[src/rtl/seven_seg_scanner.sv]
// -----------------------------------------------------------------------------
// seven_seg_scanner
//
// Time-multiplexed scan controller for an 8-digit common-anode seven-segment
// display. A 32-bit value is shown one hex nibble per scan slot. New values
// are taken in at any time but only become visible at a frame boundary, so a
// frame never shows a mix of old and new digits. Optional leading-zero
// blanking and a per-slot anode dead-time (all anodes off) are provided.
//
// Ports
//   clk_in          system clock
//   rst_n_in        synchronous active-low reset
//   val_in          value to display, nibble k on digit k
//   val_valid_in    load strobe, val_in captured while high
//   dp_in           decimal point per digit, 1 = lit
//   lz_blank_in     1 = suppress leading zeros
//   digit_out       nibble for the downstream hex-to-segment decoder
//   digit_sel_out   index of the digit currently driven
//   blank_out       1 = segments must be off / decoder output ignored
//   an_out          anode enables, active-low, one-hot-low or all ones
//   dp_out          decimal point, active-low
//   frame_done_out  one-cycle pulse on the first cycle of each new frame
// -----------------------------------------------------------------------------
module seven_seg_scanner #(
   parameter int NUM_DIGITS   = 8,
   parameter int COUNT_PERIOD = 100000,
   parameter int DEAD_CYCLES  = 1000
) (
   input  logic                    clk_in,
   input  logic                    rst_n_in,
   input  logic [4*NUM_DIGITS-1:0] val_in,
   input  logic                    val_valid_in,
   input  logic [NUM_DIGITS-1:0]   dp_in,
   input  logic                    lz_blank_in,
   output logic [3:0]              digit_out,
   output logic [2:0]              digit_sel_out,
   output logic                    blank_out,
   output logic [NUM_DIGITS-1:0]   an_out,
   output logic                    dp_out,
   output logic                    frame_done_out
);

   localparam int CW = (COUNT_PERIOD > 1) ? $clog2(COUNT_PERIOD) : 1;
   localparam int IW = (NUM_DIGITS > 1) ? $clog2(NUM_DIGITS) : 1;
   localparam int VW = 4 * NUM_DIGITS;

   localparam logic [CW-1:0] CNT_MAX = CW'(COUNT_PERIOD - 1);
   localparam logic [CW-1:0] DEAD_C  = CW'(DEAD_CYCLES);
   localparam logic [IW-1:0] IDX_MAX = IW'(NUM_DIGITS - 1);

   // ---------------------------------------------------------------------------
   // State
   // ---------------------------------------------------------------------------
   logic [CW-1:0]         cnt;
   logic [IW-1:0]         idx;
   logic [VW-1:0]         shadow;
   logic [VW-1:0]         active;
   logic                  pending;

   logic                  slot_end;
   logic                  wrap;

   // Next values of the registered outputs, all derived from the current
   // (cnt, idx, active) so every output shares the same one-cycle latency.
   logic [3:0]            digit_next;
   logic                  blank_next;
   logic [NUM_DIGITS-1:0] an_next;
   logic                  dp_next;

   logic [IW-1:0]         msd;
   logic [NUM_DIGITS-1:0] lzmask;

   assign slot_end = (cnt == CNT_MAX);
   assign wrap     = slot_end && (idx == IDX_MAX);

   // ---------------------------------------------------------------------------
   // Leading-zero mask: msd is the highest nonzero nibble (0 for an all-zero
   // value), so digit 0 can never be masked.
   // ---------------------------------------------------------------------------
   always_comb begin
      // NOTE: every variable gets a default before any conditional assignment,
      // otherwise a path that skips the assignment infers a latch.
      msd    = '0;
      lzmask = '0;
      for (int k = 0; k < NUM_DIGITS; k++) begin
         if (active[4*k +: 4] != 4'd0) begin
            msd = IW'(k);
         end
      end
      for (int k = 0; k < NUM_DIGITS; k++) begin
         lzmask[k] = lz_blank_in && (IW'(k) > msd);
      end
   end

   // ---------------------------------------------------------------------------
   // Output decode for the slot being scanned now.
   // ---------------------------------------------------------------------------
   always_comb begin
      digit_next  = active[{idx, 2'b00} +: 4];
      blank_next  = (cnt < DEAD_C) || lzmask[idx];
      an_next     = '1;
      if (!blank_next) begin
         an_next[idx] = 1'b0;
      end
      dp_next     = ~(dp_in[idx] & ~blank_next);
   end

   // ---------------------------------------------------------------------------
   // Scan counters
   // ---------------------------------------------------------------------------
   always_ff @(posedge clk_in) begin
      // NOTE: sequential state uses non-blocking assignments so every register
      // samples the pre-edge values, independent of statement order.
      if (!rst_n_in) begin
         cnt <= '0;
         idx <= '0;
      end else if (slot_end) begin
         cnt <= '0;
         idx <= (idx == IDX_MAX) ? '0 : idx + 1'b1;
      end else begin
         cnt <= cnt + 1'b1;
      end
   end

   // ---------------------------------------------------------------------------
   // Value path: loads land in shadow and are promoted to active only at the
   // frame wrap. A load in the wrap cycle itself goes straight to active.
   // ---------------------------------------------------------------------------
   always_ff @(posedge clk_in) begin
      if (!rst_n_in) begin
         shadow  <= '0;
         active  <= '0;
         pending <= 1'b0;
      end else begin
         if (val_valid_in) begin
            shadow <= val_in;
         end
         if (wrap) begin
            if (val_valid_in) begin
               active <= val_in;
            end else if (pending) begin
               active <= shadow;
            end
            pending <= 1'b0;
         end else if (val_valid_in) begin
            pending <= 1'b1;
         end
      end
   end

   // ---------------------------------------------------------------------------
   // Registered outputs
   // ---------------------------------------------------------------------------
   always_ff @(posedge clk_in) begin
      if (!rst_n_in) begin
         digit_out      <= 4'd0;
         digit_sel_out  <= 3'd0;
         blank_out      <= 1'b1;
         an_out         <= '1;
         dp_out         <= 1'b1;
         frame_done_out <= 1'b0;
      end else begin
         digit_out      <= digit_next;
         digit_sel_out  <= 3'(idx);
         blank_out      <= blank_next;
         an_out         <= an_next;
         dp_out         <= dp_next;
         frame_done_out <= wrap;
      end
   end

endmodule
[config.mk]
export PLATFORM = sky130hd
export DESIGN_NAME = seven_seg_scanner
export DESIGN_NICKNAME = d
export VERILOG_FILES = /design/src/rtl/seven_seg_scanner.sv
export SDC_FILE = /design/constraint.sdc
export NUM_CORES = 1
export LEC_CHECK = 0
export CAP_MARGIN = 20
export CORE_MARGIN = 2
export CORE_UTILIZATION = 45
export CTS_BUF_LIST = sky130_fd_sc_hd__clkbuf_8 sky130_fd_sc_hd__clkbuf_16
export CTS_CLUSTER_SIZE = 16
export DETAILED_ROUTE_END_ITERATION = 7
export GPL_TIMING_DRIVEN = 0
export PLACE_DENSITY = 0.68
export SYNTH_ARGS = -nofsm -noshare
export SYNTH_HDL_FRONTEND = slang
export SYNTH_SLANG_ARGS = --single-unit
[constraint.sdc]
create_clock -name clk_in -period 2.5 [get_ports clk_in]
set_input_delay 0.375 -clock clk_in [delete_from_list [all_inputs] [get_ports clk_in]]
set_output_delay 0.375 -clock clk_in [all_outputs]
set_load 0.01 [all_outputs]
Yosys cells after proc, flatten, opt, wreduce, memory -nomap -nowiden --
Index checks and enable logic that the tools add are counted.
Storage, ports and cells: RAM bits 0, register bits after elaboration 103, output and inout port bits 18, memories kept 0, input port bits 44, bits in latches 0, ROM bits 0
Operators by class: bitwise logic cells 5, add/sub/neg operators 2, $mul 0, muxes and demuxes 16, reduce and logical (&&, ||, !) cells 23, equal/unequal tests 2, divide/modulo/power cells 0, magnitude comparators 11, shift-type cells 1
Operator list (number):
- 32-bit two-way mux | 2
- 32-bit by 6-bit indexed part select with 4-bit output | 1
- 4-bit nonzero test | 7
- 3-bit two-way mux | 7
- 17-bit by 1-bit adder with 17-bit output (second input constant) | 1
- 17-bit equality test (second input constant) | 1
- 17-bit by 10-bit less-than comparator with 1-bit output (second input constant) | 1
- 3-bit greater-than comparator (first input constant) | 4
- 1-bit logical AND | 10
- 8-bit inverter | 1
- 1-bit binary-select mux with 3-bit select | 2
- 1-bit by 3-bit greater-than comparator with 1-bit output (first input constant) | 2
- 2-bit by 3-bit greater-than comparator with 1-bit output (first input constant) | 2
- 2-bit OR reduction | 3
- 3-bit by 4-bit less-than comparator with 1-bit output (second input constant) | 1
- 1-bit two-way mux | 4
- 3-bit by 1-bit adder with 3-bit output (second input constant) | 1
- 1-bit demux with 3-bit select | 1
- 3-bit equality test (second input constant) | 1
- 3-bit by 1-bit >= comparator with 1-bit output (second input constant) | 1
- 1-bit inverter | 3
- 2-bit AND reduction | 1
- 2-bit nonzero test | 1
- 1-bit bitwise AND | 1
- 1-bit logical OR | 1

Depth between registers and ports, before layout --
Gate-level depths: netlist (run 1).
word-level depth 16, gate-level depth with buffers 7

Worst setup path after synthesis (run 1) --
Ideal clock, no wire load.
path type register to register, from reg cnt[0], to reg active[10], setup time 0.121 ns, stages on the path, launching flop included 8, arrival 1.802 ns, path slack 0.577 ns, clock period less this slack 1.923 ns, buffers on the path 2, cells stage by stage dfxtp_1 -> ha_1 -> and4_1 -> buf_2 -> nand4_2 -> nor3_4 -> buf_6 -> mux2_2
Between the ends: word-level cells in the longest chain between the ends 3
RTL lines:
- start: declaration | RTL line 54 | logic [CW-1:0] cnt;
- start signal: assignment | RTL line 121 | cnt <= cnt + 1'b1;
- 17-bit equality test | RTL line 73 | assign slot_end = (cnt == CNT_MAX);
- 1-bit logical AND | RTL line 74 | assign wrap = slot_end && (idx == IDX_MAX);
- 2-bit AND reduction (no source line)
- end signal: assignment | RTL line 140 | active <= val_in;
- end signal: assignment | RTL line 142 | active <= shadow;
- end: declaration | RTL line 57 | logic [VW-1:0] active;
Every way passes these cells. A chain may end at the register's enable or synchronous reset.

Worst setup path in the final report (run 1) --
from reg cnt[0], to reg active[30]
Same word-level chain as after synthesis.

==> results.py, run 1 <==
metrics = {
    "status": {
        "status": "finished, final reports clean",
    },
    "sta": {
        "tns_ns": 0,
        "max_clock_freq_mhz": 453,
        "worst_pin_slew_ns": 0.646,
        "rsz0062_at_grt": "no",
        "hold_slack_ns": 0.471,
        "period_minus_slack_ns": 2.21,
        "finalClockSkew_ns": 0.0137,
        "drv_slew": 0,
        "hold_viol_final": 0,
        "setup_viol": 0,
        "fin_crit_sh_pct": 88.2,
        "relSlewSlack_pct": 56.7,
    },
    "finish": {
        "stdcell_count": 582,
        "design_area_um2": 5220,
        "layout.nets": 513,
        "final_common_cell": "dfxtp_1",
        "fillCellCount": 823,
        "diodes": 0,
        "mostFrequentLayoutCells": "103 x dfxtp_1, 60 x clkdlybuf4s50_1, 53 x nor2_1, 37 x and2_1, 36 x mux2i_1",
        "utilization_pct": 56.8,
        "area_delta_synth_final_pct": 22.6,
        "drive_gt1_share_pct": 14.2,
    },
    "setup_path": {
        "cp-end-kind": "register",
        "cp.arrival_ns": 2.45,
        "start_kind": "register",
        "critical_path_class": "register to register",
        "cp.required_ns": 2.75,
        "rrSetupSlack_ns": 0.29,
        "r2r_start": "cnt[0]",
        "path_max_fanout": 10,
        "crit_start": "cnt[0]",
    },
    "die": {
        "row_count": 35,
        "start_util_pct": 46.3,
        "core-area_um2": 9200,
        "die_h_um": 101,
        "die_width_um": 101,
        "die_area_um2": 10300,
        "io_pins": 62,
    },
    "logic_synthesis": {
        "synth_seq_cells": 103,
        "yosys_warnings": 0,
        "avgSynthCellArea_um2": 10.8,
        "mappedNetlistNets": 442,
        "synth_area_um2": 4260,
        "ys.flop_type": "dfxtp_1",
        "synth-seq-area-share_pct": 48.4,
        "synth-edff-count": 0,
        "yosysUniqueCellTypes": 40,
        "async_flop_share_pct": 0,
        "synth_cells": 395,
    },
    "clock_tree": {
        "cts_made_buffers": 9,
        "clkTransAtPathRegs_ns": 0.10,
        "clkSinkCount": 103,
        "cts-root-buf": "clkbuf_8",
        "htreeDepth": 3,
        "tritoncts": "yes",
        "clock_latency_ns": 0.36,
        "ctsResizeCount": 0,
        "cts_buffer_depth": 2,
        "holdBufCountCts": 0,
        "post_cts_buffers": 0,
    },
    "route": {
        "vias_per_cell": 5.30,
        "ant_nets": 0,
        "firstDrtPassIters": 5,
        "drt_iter0_drc": 112,
        "vias": 3087,
        "wl_um": 9110,
        "post_drt_wl_per_cell_um": 15.6,
        "drc_errors": 0,
    },
    "pwr": {
        "ir_worst_vdd_uv": 307,
        "p_leak_nw": 2.10,
        "power_density_nw_per_um2": 573,
    },
    "grt": {
        "overflow": 0,
        "grt_pass1_vias": 3087,
        "grt_antenna_before_repair": 0,
        "track_usage_pct": 19.0,
        "grt_max_degree": 17,
        "grt_pass1_wl_um": 15200,
    },
    "place": {
        "port_buffers": 60,
        "post_dp_cell_area_um2": 5000,
        "post-place-cells": 566,
        "post-dp-hpwl_um": 6780,
        "gp_congestion": 0.861,
    },
    "hold_path": {
        "worstHoldPathType": "register to register",
        "worstHoldStart": "cnt[0]",
    },
    "job": {
        "maxCapViolations": 0,
    },
}
final cells by class:
type	count	area, um2	share of cell area, %
flip-flops and latches	103	2060	39.5
clock inverters	6	85.1	1.63
plain buffers	25	126	2.42
multi-input cells	265	2060	39.5
inverters	2	7.51	0.144
clock buffers	10	138	2.64
repair buffers	60	601	11.5
well taps	111	139	2.66
kinds of logic after synthesis:
group	count (synthesis)	synth area share (%)
adders and majority gates	3	0.881
AOI/OAI and AO/OA	32	4.96
buffers and inverters	27	3.14
DFF	103	48.4
xor gates and xnor gates	12	2.47
and+or+nand+nor	139	17.7
muxes	79	22.5
worst max-delay path: stages (launching register included):
cell	delay, ns
dfxtp_1	0.39
ha_1	0.21
and4_1	0.17
buf_2	0.21
nand4_2	0.22
nor3_4	0.34
buf_6	0.21
mux2_2	0.34
synthesized netlist by cell type, types with 2 or more instances:
cell	count	share of area, %
and2_1	37	5.4
nand3_1	6	0.70
nor2_1	53	4.7
o21a_1	2	0.35
a21o_1	3	0.53
o311ai_0	4	0.82
buf_6	3	0.79
clkbuf_1	13	1.1
o21ai_0	8	0.94
xor2_1	11	2.3
mux2_2	27	7.1
nor2b_1	2	0.29
mux2i_1	36	8.5
nand2_1	6	0.53
ha_1	3	0.88
buf_2	8	0.94
mux4_2	10	5.3
o2111ai_1	2	0.41
or3_1	4	0.59
or4_1	2	0.35
mux2_1	6	1.6
inv_1	2	0.18
and4_1	5	1.0
a21oi_1	7	0.82
nand4_1	9	1.3
and3_1	2	0.29
nor4_1	9	1.3
dfxtp_1	103	48
metrics by stage:
stage | total power (W) | setup WS [ns]
after floorplan | 0.00181 | 0.577
after global placement | 0.00190 | 0.350
after CTS | 0.00303 | 0.299
after global routing | 0.00312 | 0.145
final | 0.00299 | 0.294
after detailed placement | 0.00191 | 0.325
report_power, final:
group          internal, W  switching, W  total, W  leakage (nW)
sequential         0.00167     0.0000112   0.00169         0.837
clock             0.000588      0.000539   0.00113         0.114
combinational     0.000100     0.0000813  0.000182          1.15
total              0.00236      0.000632   0.00299          2.10
sequential cells by signal, indices dropped and copies added, names as in the netlist:
signal,cells
active,32
an_out,8
blank_out,1
cnt,17
digit_out,4
digit_sel_out,3
dp_out,1
frame_done_out,1
idx,3
pending,1
shadow,32
final timing paths:
path | endpoint | depth (start not counted)
worst max-delay path | active[30] | 7
worst max register to register | active[30] | 7
worst min-delay path | cnt[0] | 1
worst min register to register | cnt[0] | 1
metal layers:
layer	track usage [%]	vias to the layer above	share of wire, %
met1	24.4	1458	45
met5	0	-	0
met2	32.3	82	50
met4	5.20	0	0.97
li1	-	1539	-
met3	4.28	8	3.8
Note: power is estimated with default switching activity, not from simulation.
==> run 2: changes to the inputs <==
--- a/config.mk
+++ b/config.mk
@@ -7,12 +7,13 @@
 export LEC_CHECK = 0
 export CAP_MARGIN = 20
 export CORE_MARGIN = 2
-export CORE_UTILIZATION = 45
+export CORE_UTILIZATION = 54
 export CTS_BUF_LIST = sky130_fd_sc_hd__clkbuf_8 sky130_fd_sc_hd__clkbuf_16
+export CTS_CLUSTER_DIAMETER = 150
 export CTS_CLUSTER_SIZE = 16
 export DETAILED_ROUTE_END_ITERATION = 7
 export GPL_TIMING_DRIVEN = 0
-export PLACE_DENSITY = 0.68
+export PLACE_DENSITY = 0.79
 export SYNTH_ARGS = -nofsm -noshare
 export SYNTH_HDL_FRONTEND = slang
 export SYNTH_SLANG_ARGS = --single-unit
==> run 2 against run 1 <==
Net effect:
- combinational power hardly changed
- hold slack better by 0.0019 ns
- clock skew is 0.0048 ns higher
- critical endpoint is now active[16]
- first-iteration DRC count is 9.8% lower
==> results.py, run 2 (synthesis results as in run 1) <==
metrics = {
    "sta": {
        "rsz0062_at_grt": "no",
        "setup_slack_ns": 0.340,
        "hold_viol_final": 0,
        "relSlewSlack_pct": 56.4,
        "hold_slack_ns": 0.473,
        "max_clock_freq_mhz": 463,
        "fin_crit_sh_pct": 86.4,
        "setup_viol": 0,
        "finalClockSkew_ns": 0.0185,
        "worst_pin_slew_ns": 0.652,
        "tns_ns": 0,
        "drv_slew": 0,
        "period_minus_slack_ns": 2.16,
    },
    "grt": {
        "grt_antenna_before_repair": 0,
        "grt_pass1_wl_um": 14700,
        "overflow": 0,
        "grt_max_degree": 20,
        "grt_pass1_vias": 3120,
        "track_usage_pct": 21.5,
    },
    "finish": {
        "diodes": 0,
        "top_regs": "active (32), shadow (32), cnt (17)",
        "utilization_pct": 67.4,
        "mostFrequentLayoutCells": "103 x dfxtp_1, 60 x clkdlybuf4s50_1, 53 x nor2_1, 37 x and2_1, 36 x mux2i_1",
        "area_delta_synth_final_pct": 21.7,
        "drive_gt1_share_pct": 14.4,
        "final_common_cell": "dfxtp_1",
        "layout.nets": 513,
    },
    "hold_path": {
        "whs_path_depth": 1,
        "worstHoldPathType": "register to register",
    },
    "route": {
        "vias": 3099,
        "wl_um": 8810,
        "post_drt_wl_per_cell_um": 15.4,
        "ant_nets": 0,
        "drt_iter0_drc": 101,
        "vias_per_cell": 5.41,
        "firstDrtPassIters": 4,
        "drc_errors": 0,
    },
    "place": {
        "post-dp-hpwl_um": 6490,
        "port_buffers": 60,
        "gp_congestion": 0.836,
        "place_ws_ns": 0.362,
    },
    "setup_path": {
        "r2r_cells": 7,
        "cp-end-kind": "register",
        "critical_path_class": "register to register",
        "start_kind": "register",
        "path_max_fanout": 10,
        "cp.required_ns": 2.76,
        "cp.arrival_ns": 2.42,
    },
    "clock_tree": {
        "clock_latency_ns": 0.37,
        "post_cts_buffers": 0,
        "clkTransAtPathRegs_ns": 0.10,
        "cts_made_buffers": 9,
        "holdBufCountCts": 0,
        "htreeDepth": 3,
        "tritoncts": "yes",
        "clkSinkCount": 103,
        "ctsResizeCount": 0,
        "cts-root-buf": "clkbuf_8",
        "cts_buffer_depth": 2,
    },
    "die": {
        "row_count": 32,
        "die_area_um2": 8620,
        "io_pins": 62,
        "die_h_um": 92.8,
        "core-area_um2": 7690,
        "die_width_um": 92.8,
        "start_util_pct": 55.4,
    },
    "pwr": {
        "p_total_w": 0.00289,
        "p_leak_nw": 2.09,
        "ir_worst_vdd_uv": 257,
        "power_density_nw_per_um2": 558,
    },
    "job": {
        "maxCapViolations": 0,
    },
    "status": {
        "status": "finished, final reports clean",
    },
}
[run 2: per-layer routing]
| layer | up-vias | GRT usage [%] | part of all wire [%] |
|---|---|---|---|
| li1 | 1544 | - | - |
| met1 | 1469 | 28.3 | 45 |
| met2 | 68 | 35.6 | 49 |
| met3 | 18 | 3.25 | 3.8 |
| met4 | 0 | 8.46 | 1.8 |
| met5 | - | 0 | 0 |
[run 2: cell type report]
type	instances	area, um2
flip-flops and latches	103	2060
clock inverters	6	57.6
repair buffers	60	601
inverters	2	7.51
plain buffers	25	126
multi-input cells	265	2060
fillers	610	2500
well taps	102	128
clock buffers	10	138
[run 2: worst paths after layout]
path | start | slack [ns] | to
setup / recovery | cnt[0] | 0.34 | active[16]
hold / removal | cnt[0] | 0.47 | cnt[0]
setup reg to reg | cnt[0] | 0.34 | active[16]
hold reg to reg | cnt[0] | 0.47 | cnt[0]
[run 2: report_power, final]
part           switching, W  internal (W)  total (W)
Combinational     0.0000811      0.000100   0.000181
Sequential        0.0000111       0.00168    0.00169
Clock              0.000607      0.000417    0.00102
[run 2: critical path, cell delays in order (launching register included)]
cell	delay [ns]
dfxtp_1	0.38
ha_1	0.21
and4_1	0.17
buf_2	0.20
nand4_2	0.21
nor3_4	0.32
buf_6	0.21
mux2_2	0.35
[run 2: per-stage QoR]
stage          cell area [um2]  instances
6_report                  5180        573
5_1_grt                   5180        573
4_1_cts                   5180        573
3_5_place_dp              4990        557
3_3_place_gp              4990        557
2_1_floorplan             4260        395
==> run 3: changes to the inputs <==
--- a/config.mk
+++ b/config.mk
@@ -5,6 +5,7 @@
 export SDC_FILE = /design/constraint.sdc
 export NUM_CORES = 1
 export LEC_CHECK = 0
+export ABC_CLOCK_PERIOD_IN_PS = 2500
 export CAP_MARGIN = 20
 export CORE_MARGIN = 2
 export CORE_UTILIZATION = 54
==> results of run 3 <==
Final layout, timing and power as in run 2 (identical DEF).
